===== src/rtl/lsu_violation_ctrl_pkg.sv =====
// Shared types for the LSU memory-ordering violation controller.
// The violation record is a packed struct, so its rob_tag field has a fixed width.
// ROB_TAG_W_DEF sets that width. The controller's ROB_TAG_W must keep this value.
package lsu_violation_ctrl_pkg;

    localparam int ROB_TAG_W_DEF = 5;
    localparam int PC_W          = 32;
    localparam int BHSR_W        = 16;
    localparam int SSIT_WIDTH    = 10;
    localparam int LFST_WIDTH    = 7;

    typedef logic [PC_W-1:0]   pc_t;
    typedef logic [BHSR_W-1:0] BHSR_t;

    typedef struct packed {
        logic                     is_device;
        logic [ROB_TAG_W_DEF-1:0] rob_tag;
        pc_t                      pc;
        BHSR_t                    bhsr;
        logic [SSIT_WIDTH-1:0]    load_pc;
        logic [SSIT_WIDTH-1:0]    store_pc;
        logic [LFST_WIDTH-1:0]    load_id;
        logic [LFST_WIDTH-1:0]    store_id;
    } viol_info_t;

    typedef enum logic [1:0] {
        S_IDLE,
        S_FLUSH,
        S_REDIRECT,
        S_TRAIN
    } viol_state_e;

    // Age relative to the ROB head. The subtraction wraps naturally. A smaller value is older.
    function automatic logic [ROB_TAG_W_DEF-1:0] rob_age(
        input logic [ROB_TAG_W_DEF-1:0] tag,
        input logic [ROB_TAG_W_DEF-1:0] head
    );
        return tag - head;
    endfunction

endpackage


===== src/rtl/lsu_violation_ctrl_age_select.sv =====
// viol_age_select: combinational oldest-of-N picker over violation records.
// On equal age, the lowest index wins.
// The same picker serves two purposes:
//   - choosing among the load pipes;
//   - comparing an incumbent (index 0) against a challenger (index 1),
//     where the challenger wins only if it is strictly older.
module viol_age_select
    import lsu_violation_ctrl_pkg::*;
#(
    parameter  int N     = 2,
    localparam int IDX_W = (N > 1) ? $clog2(N) : 1
) (
    input  logic [N-1:0]             valid_i,
    input  viol_info_t [N-1:0]       info_i,
    input  logic [ROB_TAG_W_DEF-1:0] head_i,
    output logic                     sel_valid_o,
    output logic [IDX_W-1:0]         sel_idx_o,
    output viol_info_t               sel_info_o
);

    logic [ROB_TAG_W_DEF-1:0] best_age;
    logic [ROB_TAG_W_DEF-1:0] cur_age;

    // Linear scan. A later entry replaces the current best only when it is strictly older.
    always_comb begin
        sel_valid_o = 1'b0;
        sel_idx_o   = '0;
        sel_info_o  = '0;
        best_age    = '0;
        cur_age     = '0;
        for (int i = 0; i < N; i++) begin
            cur_age = rob_age(info_i[i].rob_tag, head_i);
            if (valid_i[i] && (!sel_valid_o || (cur_age < best_age))) begin
                sel_valid_o = 1'b1;
                sel_idx_o   = IDX_W'(i);
                sel_info_o  = info_i[i];
                best_age    = cur_age;
            end
        end
    end

endmodule


===== src/rtl/lsu_violation_ctrl.sv =====
// lsu_violation_ctrl: collects store-set and device ordering violations from the load pipes.
// It runs one recovery at a time: ROB flush handshake, then an IF redirect pulse,
// then an ID store-set training pulse.
// A single pending slot keeps the oldest violation that arrives mid-sequence
// and is older than the one in progress.
// Optional macro FALCO_VIOLATION_STATS_EN adds two saturating completion counters.
module lsu_violation_ctrl
    import lsu_violation_ctrl_pkg::*;
#(
    parameter int N_PORTS   = 2,
    parameter int ROB_TAG_W = ROB_TAG_W_DEF
) (
    input  logic                   clk,
    input  logic                   rst,
    input  logic [N_PORTS-1:0]     viol_valid,
    input  viol_info_t [N_PORTS-1:0] viol_info,
    input  logic [ROB_TAG_W-1:0]   rob_head_tag,
    input  logic                   ext_flush,
    input  logic [ROB_TAG_W-1:0]   ext_flush_tag,
    output logic                   rob_flush_valid,
    output logic [ROB_TAG_W-1:0]   rob_flush_tag,
    input  logic                   rob_flush_ready,
    output logic                   if_redirect_valid,
    output pc_t                    if_redirect_pc,
    output BHSR_t                  if_redirect_bhsr,
    output logic                   id_train_valid,
    output logic                   id_train_device,
    output logic [SSIT_WIDTH-1:0]  id_train_load_pc,
    output logic [SSIT_WIDTH-1:0]  id_train_store_pc,
    output logic [LFST_WIDTH-1:0]  id_train_load_id,
    output logic [LFST_WIDTH-1:0]  id_train_store_id,
    output logic                   busy
`ifdef FALCO_VIOLATION_STATS_EN
    ,
    output logic [31:0]            stat_storeset_cnt,
    output logic [31:0]            stat_device_cnt
`endif
);

    viol_state_e state_q, state_d;
    viol_info_t  held_q, held_d;
    viol_info_t  pend_q, pend_d;
    logic        pend_valid_q, pend_valid_d;

    logic                  rob_flush_valid_q;
    logic [ROB_TAG_W-1:0]  rob_flush_tag_q;
    logic                  if_redirect_valid_q;
    pc_t                   if_redirect_pc_q;
    BHSR_t                 if_redirect_bhsr_q;
    logic                  id_train_valid_q;
    logic                  id_train_device_q;
    logic [SSIT_WIDTH-1:0] id_train_load_pc_q;
    logic [SSIT_WIDTH-1:0] id_train_store_pc_q;
    logic [LFST_WIDTH-1:0] id_train_load_id_q;
    logic [LFST_WIDTH-1:0] id_train_store_id_q;
    logic                  busy_q;

    logic [ROB_TAG_W_DEF-1:0] eft_age;
    logic [N_PORTS-1:0]       port_keep;
    logic                     held_live;
    logic                     held_kill;
    logic                     pend_keep;

    logic       inc_valid;
    viol_info_t inc_info;
    logic [((N_PORTS > 1) ? $clog2(N_PORTS) : 1)-1:0] inc_idx_unused;

    logic       hc_valid_unused;
    logic       hc_idx;
    viol_info_t hc_info_unused;
    logic       inc_acc;

    logic       pend_new_valid;
    logic       pc_idx_unused;
    viol_info_t pend_new_info;

    // An ext_flush squashes every entry whose age is at or above the age of the flush tag.
    assign eft_age   = rob_age(ext_flush_tag, rob_head_tag);
    assign held_live = (state_q != S_IDLE);
    assign held_kill = held_live && ext_flush &&
                       (rob_age(held_q.rob_tag, rob_head_tag) >= eft_age);
    assign pend_keep = pend_valid_q &&
                       !(ext_flush && (rob_age(pend_q.rob_tag, rob_head_tag) >= eft_age));

    // Incoming violations that a same-cycle ext_flush squashes are never captured.
    generate
        for (genvar gi = 0; gi < N_PORTS; gi++) begin : g_port_filter
            assign port_keep[gi] = viol_valid[gi] &&
                !(ext_flush && (rob_age(viol_info[gi].rob_tag, rob_head_tag) >= eft_age));
        end
    endgenerate

    viol_age_select #(.N(N_PORTS)) u_sel_in (
        .valid_i     (port_keep),
        .info_i      (viol_info),
        .head_i      (rob_head_tag),
        .sel_valid_o (inc_valid),
        .sel_idx_o   (inc_idx_unused),
        .sel_info_o  (inc_info)
    );

    // The held record is the incumbent. The incoming record counts only if it is strictly older.
    // The comparison uses the held record even in a cycle where ext_flush kills it.
    // An incoming record that survived the flush filter is always older than the killed one,
    // so it is kept for the pending slot.
    viol_age_select #(.N(2)) u_sel_held (
        .valid_i     ({inc_valid, held_live}),
        .info_i      ({inc_info, held_q}),
        .head_i      (rob_head_tag),
        .sel_valid_o (hc_valid_unused),
        .sel_idx_o   (hc_idx),
        .sel_info_o  (hc_info_unused)
    );

    assign inc_acc = held_live && inc_valid && hc_idx;

    // The pending slot is replaced only by a strictly older record.
    viol_age_select #(.N(2)) u_sel_pend (
        .valid_i     ({inc_acc, pend_keep}),
        .info_i      ({inc_info, pend_q}),
        .head_i      (rob_head_tag),
        .sel_valid_o (pend_new_valid),
        .sel_idx_o   (pc_idx_unused),
        .sel_info_o  (pend_new_info)
    );

    // Next-state decision.
    // Finishing TRAIN and losing the held record to ext_flush both promote the pending slot.
    always_comb begin
        state_d      = state_q;
        held_d       = held_q;
        pend_valid_d = pend_new_valid;
        pend_d       = pend_new_info;
        case (state_q)
            S_IDLE: begin
                pend_valid_d = 1'b0;
                pend_d       = '0;
                if (inc_valid) begin
                    held_d  = inc_info;
                    state_d = S_FLUSH;
                end
            end
            default: begin
                if (held_kill || (state_q == S_TRAIN)) begin
                    pend_valid_d = 1'b0;
                    pend_d       = '0;
                    if (pend_new_valid) begin
                        held_d  = pend_new_info;
                        state_d = S_FLUSH;
                    end else begin
                        held_d  = '0;
                        state_d = S_IDLE;
                    end
                end else if (state_q == S_FLUSH) begin
                    if (rob_flush_ready) begin
                        state_d = S_REDIRECT;
                    end
                end else begin
                    state_d = S_TRAIN;
                end
            end
        endcase
    end

    // State plus registered outputs.
    // Each output is loaded from the next state, and data fields are zero unless their valid is set.
    always_ff @(posedge clk) begin
        if (rst) begin
            state_q             <= S_IDLE;
            held_q              <= '0;
            pend_q              <= '0;
            pend_valid_q        <= 1'b0;
            rob_flush_valid_q   <= 1'b0;
            rob_flush_tag_q     <= '0;
            if_redirect_valid_q <= 1'b0;
            if_redirect_pc_q    <= '0;
            if_redirect_bhsr_q  <= '0;
            id_train_valid_q    <= 1'b0;
            id_train_device_q   <= 1'b0;
            id_train_load_pc_q  <= '0;
            id_train_store_pc_q <= '0;
            id_train_load_id_q  <= '0;
            id_train_store_id_q <= '0;
            busy_q              <= 1'b0;
        end else begin
            state_q             <= state_d;
            held_q              <= held_d;
            pend_q              <= pend_d;
            pend_valid_q        <= pend_valid_d;
            rob_flush_valid_q   <= (state_d == S_FLUSH);
            rob_flush_tag_q     <= (state_d == S_FLUSH) ? held_d.rob_tag : '0;
            if_redirect_valid_q <= (state_d == S_REDIRECT);
            if_redirect_pc_q    <= (state_d == S_REDIRECT) ? held_d.pc : '0;
            if_redirect_bhsr_q  <= (state_d == S_REDIRECT) ? held_d.bhsr : '0;
            id_train_valid_q    <= (state_d == S_TRAIN);
            id_train_device_q   <= (state_d == S_TRAIN) ? held_d.is_device : 1'b0;
            id_train_load_pc_q  <= (state_d == S_TRAIN) ? held_d.load_pc : '0;
            id_train_store_pc_q <= (state_d == S_TRAIN) ? held_d.store_pc : '0;
            id_train_load_id_q  <= (state_d == S_TRAIN) ? held_d.load_id : '0;
            id_train_store_id_q <= (state_d == S_TRAIN) ? held_d.store_id : '0;
            busy_q              <= (state_d != S_IDLE);
        end
    end

    assign rob_flush_valid   = rob_flush_valid_q;
    assign rob_flush_tag     = rob_flush_tag_q;
    assign if_redirect_valid = if_redirect_valid_q;
    assign if_redirect_pc    = if_redirect_pc_q;
    assign if_redirect_bhsr  = if_redirect_bhsr_q;
    assign id_train_valid    = id_train_valid_q;
    assign id_train_device   = id_train_device_q;
    assign id_train_load_pc  = id_train_load_pc_q;
    assign id_train_store_pc = id_train_store_pc_q;
    assign id_train_load_id  = id_train_load_id_q;
    assign id_train_store_id = id_train_store_id_q;
    assign busy              = busy_q;

`ifdef FALCO_VIOLATION_STATS_EN
    logic [31:0] stat_storeset_cnt_q;
    logic [31:0] stat_device_cnt_q;

    // Count each training pulse that was driven, split by violation kind. Both counters saturate.
    always_ff @(posedge clk) begin
        if (rst) begin
            stat_storeset_cnt_q <= '0;
            stat_device_cnt_q   <= '0;
        end else if (id_train_valid_q) begin
            if (id_train_device_q) begin
                if (stat_device_cnt_q != '1) begin
                    stat_device_cnt_q <= stat_device_cnt_q + 32'd1;
                end
            end else begin
                if (stat_storeset_cnt_q != '1) begin
                    stat_storeset_cnt_q <= stat_storeset_cnt_q + 32'd1;
                end
            end
        end
    end

    assign stat_storeset_cnt = stat_storeset_cnt_q;
    assign stat_device_cnt   = stat_device_cnt_q;
`endif

endmodule


===== config.mk =====
export PLATFORM = sky130hd
export DESIGN_NAME = lsu_violation_ctrl
export DESIGN_NICKNAME = d
export VERILOG_FILES = /design/src/rtl/lsu_violation_ctrl_pkg.sv /design/src/rtl/lsu_violation_ctrl_age_select.sv /design/src/rtl/lsu_violation_ctrl.sv
export SDC_FILE = /design/constraint.sdc
export NUM_CORES = 1
export LEC_CHECK = 0
export ABC_AREA = 0
export CORE_MARGIN = 2
export CORE_UTILIZATION = 40
export DETAILED_ROUTE_END_ITERATION = 10
export GPL_ROUTABILITY_DRIVEN = 0
export PLACE_DENSITY = 0.66
export SLEW_MARGIN = 15
export SYNTH_ARGS = -nofsm -noshare
export SYNTH_HDL_FRONTEND = slang
export SYNTH_SLANG_ARGS = --single-unit

===== constraint.sdc =====
create_clock -name clk -period 9.01 [get_ports clk]
set_clock_uncertainty 0.1 [all_clocks]
set_input_delay 0.901 -clock clk [delete_from_list [all_inputs] [get_ports clk]]
set_output_delay 0.901 -clock clk [all_outputs]
set_load 0.02 [all_outputs]

==> results of run 1 <==
## layout by cell type, fill, tap and decap left out, types with 3 or more instances in the layout
cell type        netlist  layout
nor2_1                98      97
nor3_1                56      56
clkdlybuf4s50_1        0     282
nand2_1              138     137
inv_1                 24      24
a21o_1                15      13
o2bb2ai_1             29      29
o21ai_0               35      35
buf_12                 0       3
mux2_4                14      14
nor2b_1                5       5
clkbuf_1              83      11
o22ai_1               57      57
and2_1                33      33
ha_1                  54      54
dfxtp_1              271     271
clkbuf_8               0       4
nand2b_1               7       6
mux2_2                69      69
xnor2_1               15      15
clkbuf_16              0      29
a31oi_1                3       3
a21oi_1               20      19
buf_4                  0      15
a22oi_1               91      91
fa_1                   6       6
o32ai_1                4       4
a2bb2oi_1             60      60
xor2_1                 9       9
## critical path, delay by kind of cell
kind | cells | cell delay, ps
adder cells (fa/ha/maj) | 6 | 1890
AND/OR/NAND/NOR | 2 | 330
AO/OA/AOI/OAI | 15 | 3260
multiplexers | 1 | 380
XOR/XNOR | 3 | 570
buffers and inverters | 6 | 1320
## final cells by class
| type | instances | area share, % |
|---|---|---|
| Clock buffer | 44 | 5.14 |
| Clock inverter | 6 | 0.485 |
| Inverter | 25 | 0.586 |
| Multi-Input combinational cell | 857 | 38.1 |
| Sequential cell | 271 | 33.9 |
| Tap cell | 390 | 3.05 |
| Timing Repair Buffer | 301 | 18.7 |
## final timing paths
path | end | slack [ps]
setup / recovery | held_q[66] | 700
hold / removal | id_train_store_id[0] | 430
setup reg to reg | held_q[66] | 4150
hold reg to reg | id_train_store_id[0] | 430
## logic make-up (layout without fill, tap and decap cells)
group | after synthesis | in the layout | synth area share (%)
AND/OR/NAND/NOR | 347 | 347 | 12.6
AO/OA/AOI/OAI | 342 | 342 | 21.0
flip-flops | 271 | 271 | 45.3
buffers and inverters | 128 | 376 | 4.34
multiplexers | 83 | 83 | 8.24
adder cells (fa/ha/maj) | 61 | 61 | 6.74
XOR/XNOR | 24 | 24 | 1.76
## where the power goes
part	switching [mW]	total, mW	internal (mW)
Clock	0.471	1.13	0.657
Combinational	0.901	1.52	0.618
Sequential	0.0352	1.34	1.31
## cells in the mapped netlist (2+ instances only)
cell,number
o22ai_1,57
a211oi_1,2
a22oi_1,91
o21bai_1,2
o21ai_0,35
inv_1,24
nor2b_1,5
xnor2_1,15
or2_1,2
mux2_4,14
mux2_2,69
o21a_1,4
buf_6,3
o32ai_1,4
o311ai_0,2
nor2_1,98
nand2b_1,7
nor3_1,56
dfxtp_1,271
and2_1,33
a22o_1,2
a31oi_1,3
fa_1,6
nand2_1,138
buf_1,4
o2bb2ai_1,29
a21o_1,15
a21oi_1,20
nand3b_1,2
xor2_1,9
buf_2,13
nand3_1,2
ha_1,54
clkbuf_1,83
a2bb2oi_1,60
## sequential cells by signal, indices dropped and copies added, names as in the netlist
name / count
id_train_store_id: 7
held_q: 88
if_redirect_bhsr: 16
rob_flush_valid: 1
id_train_load_id: 7
id_train_valid: 1
id_train_load_pc: 10
busy: 1
rob_flush_tag: 5
if_redirect_pc: 32
pend_valid_q: 1
id_train_device: 1
state_q: 2
pend_q: 88
id_train_store_pc: 10
if_redirect_valid: 1
## layer usage
metal  share of wire (%)  up-vias  global-route usage (%)
met5                   0        -                       0
met4                 2.1        0                    4.99
met3                 5.8       38                    4.04
met2                  49      267                    38.6
met1                  43     5020                    27.0
li1                    -     4998                       -
## per-stage QoR
step / utilization (%) / area (µm²) / instances / hold WS (ps) / total power, mW
2_1_floorplan: - / 12000 / 1256 / 391 / 2.42
3_3_place_gp: 51.1 / 15100 / 1844 / 404 / 2.87
3_5_place_dp: 51.1 / 15100 / 1844 / 415 / 2.89
4_1_cts: 54.2 / 16000 / 1894 / 432 / 4.03
5_1_grt: 54.2 / 16000 / 1894 / 439 / 4.22
6_report: 54.2 / 16000 / 1894 / 427 / 3.99
==> out/metrics.csv, run 1 <==
stage;metric;value;unit
logic_synthesis;FF+latch count, synth;271;
hold_path;HP Start;held_q[0];
cts;postcts setup bufs;0;
critical_path;worst-path maximum fanout;44;
global_route;GRT Overall Usage;21.7;%
cts;clk sink count;271;
logic_synthesis;post-synthesis cell count;1256;
cts;CTS tree;yes;
logic_synthesis;Synthesized Nets;1508;
routing;Routed WL;34800;µm
critical_path;CP peak stage delay;620;ps
timing;Slew Viols, Final;0;
cts;Num CTS Buffers;29;
cts;clk_lat worst skew;550;ps
timing;final worst-path cycle share;92.3;%
critical_path;critical path type;in -> reg;
hold_path;Hold Path Depth;2;
timing;endpoints failing setup;0;
global_route;initial antenna violation count;0;
final_layout;Final nets;1737;
routing;DR iter-0 viols;584;
logic_synthesis;Async S/R FF share, synth;0;%
logic_synthesis;top post-synthesis cells by area;dfxtp_1, mux2_2, a22oi_1;
logic_synthesis;Yosys top cell area share;45.3;%
global_route;vias in the first global route;10254;
timing;minimum clock period;8310;ps
final_layout;multi-input combinational cell area;6100;µm²
global_route;GRT overflow;0;
timing;Fin. Hold Viols;0;
routing;Final ANT Viol Nets;0;
power;Worst VDD drop;156;µV
critical_path;cell mode on critical path;ha_1;
die;die area;31300;µm²
timing;Peak Freq;0.120;GHz
critical_path;data required time of the worst path;9360;ps
logic_synthesis;Synth Warn #;0;
final_layout;# fillers;2717;
die;die height;177;µm
routing;Via Count;10323;
die;# IOs;284;
critical_path;Critical Path End Type;flip-flop;
critical_path;CP Launch Point;rob_head_tag[0];
routing;first drt pass iteration count;5;
critical_path;Critical Path Source Type;input port;
critical_path;CP arrival;8670;ps
routing;drt wl/cell;18.4;µm
global_route;pin count of the biggest net entering global routing;90;
cts;post-CTS sizing;0;
power;LEAKAGE;5.74;nW
logic_synthesis;Synth cell types;57;
logic_synthesis;Yosys top cell by area;dfxtp_1;
die;row count;63;
global_route;global-route wire length before repair;54900;µm
run_status;outcome;finished, final reports clean;
timing;Sum Neg Setup Slack;0;ps
die;Starting Density;40.5;%
final_layout;layout cells sized above 1;10.6;%
logic_synthesis;register area share after synthesis;45.3;%
routing;remaining routing DRC violations;0;
cts;Clock Tree Buf Depth;3;
cts;clock root buffer master;clkbuf_16;
logic_synthesis;Avg Inst Size Synth;9.54;µm²
timing;worst slew pin tran;1120;ps
hold_path;HP Class;reg -> reg;
die;Die X;177;µm
final_layout;Ant. Diodes;0;
placement;dpl hpwl;22600;µm
timing;RSZ-0062 raised after global routing;no;
die;Core Region;29600;µm²
routing;vias per std cell;5.45;
critical_path;r2r startpoint;pend_q[82];
cts;H-tree Lvls;1;
final_layout;Register Area;5430;µm²
placement;PortBufs;283;
placement;dpl ws;171;ps
critical_path;Crit-path slowest cell;clkdlybuf4s50_1;
logic_synthesis;Synth Flop Type;dfxtp_1;
power;power per cell area;249;nW/µm²
cts;Clk pin slew, worst setup/hold paths;60;ps
logic_synthesis;EDFF count, synth;0;
timing;Slew headroom;25.7;%
final_layout;Layout area overhead;33.6;%
job;max-cap check violation count;0;
cts;CTS Hold Bufs;0;
timing;final setup margin;696;ps
logic_synthesis;Post-Synthesis Cell Area;12000;µm²
critical_path;r2r worst-path depth;21;
Power figures use the tool's default switching activity.
==> inputs of run 2 (changes only) <==
--- a/config.mk
+++ b/config.mk
@@ -15,3 +15,4 @@
 export SYNTH_ARGS = -nofsm -noshare
 export SYNTH_HDL_FRONTEND = slang
 export SYNTH_SLANG_ARGS = --single-unit
+export TNS_END_PERCENT = 10
==> results of run 2 <==
Same layout as run 1: the final DEF is identical, and so are final timing and power.
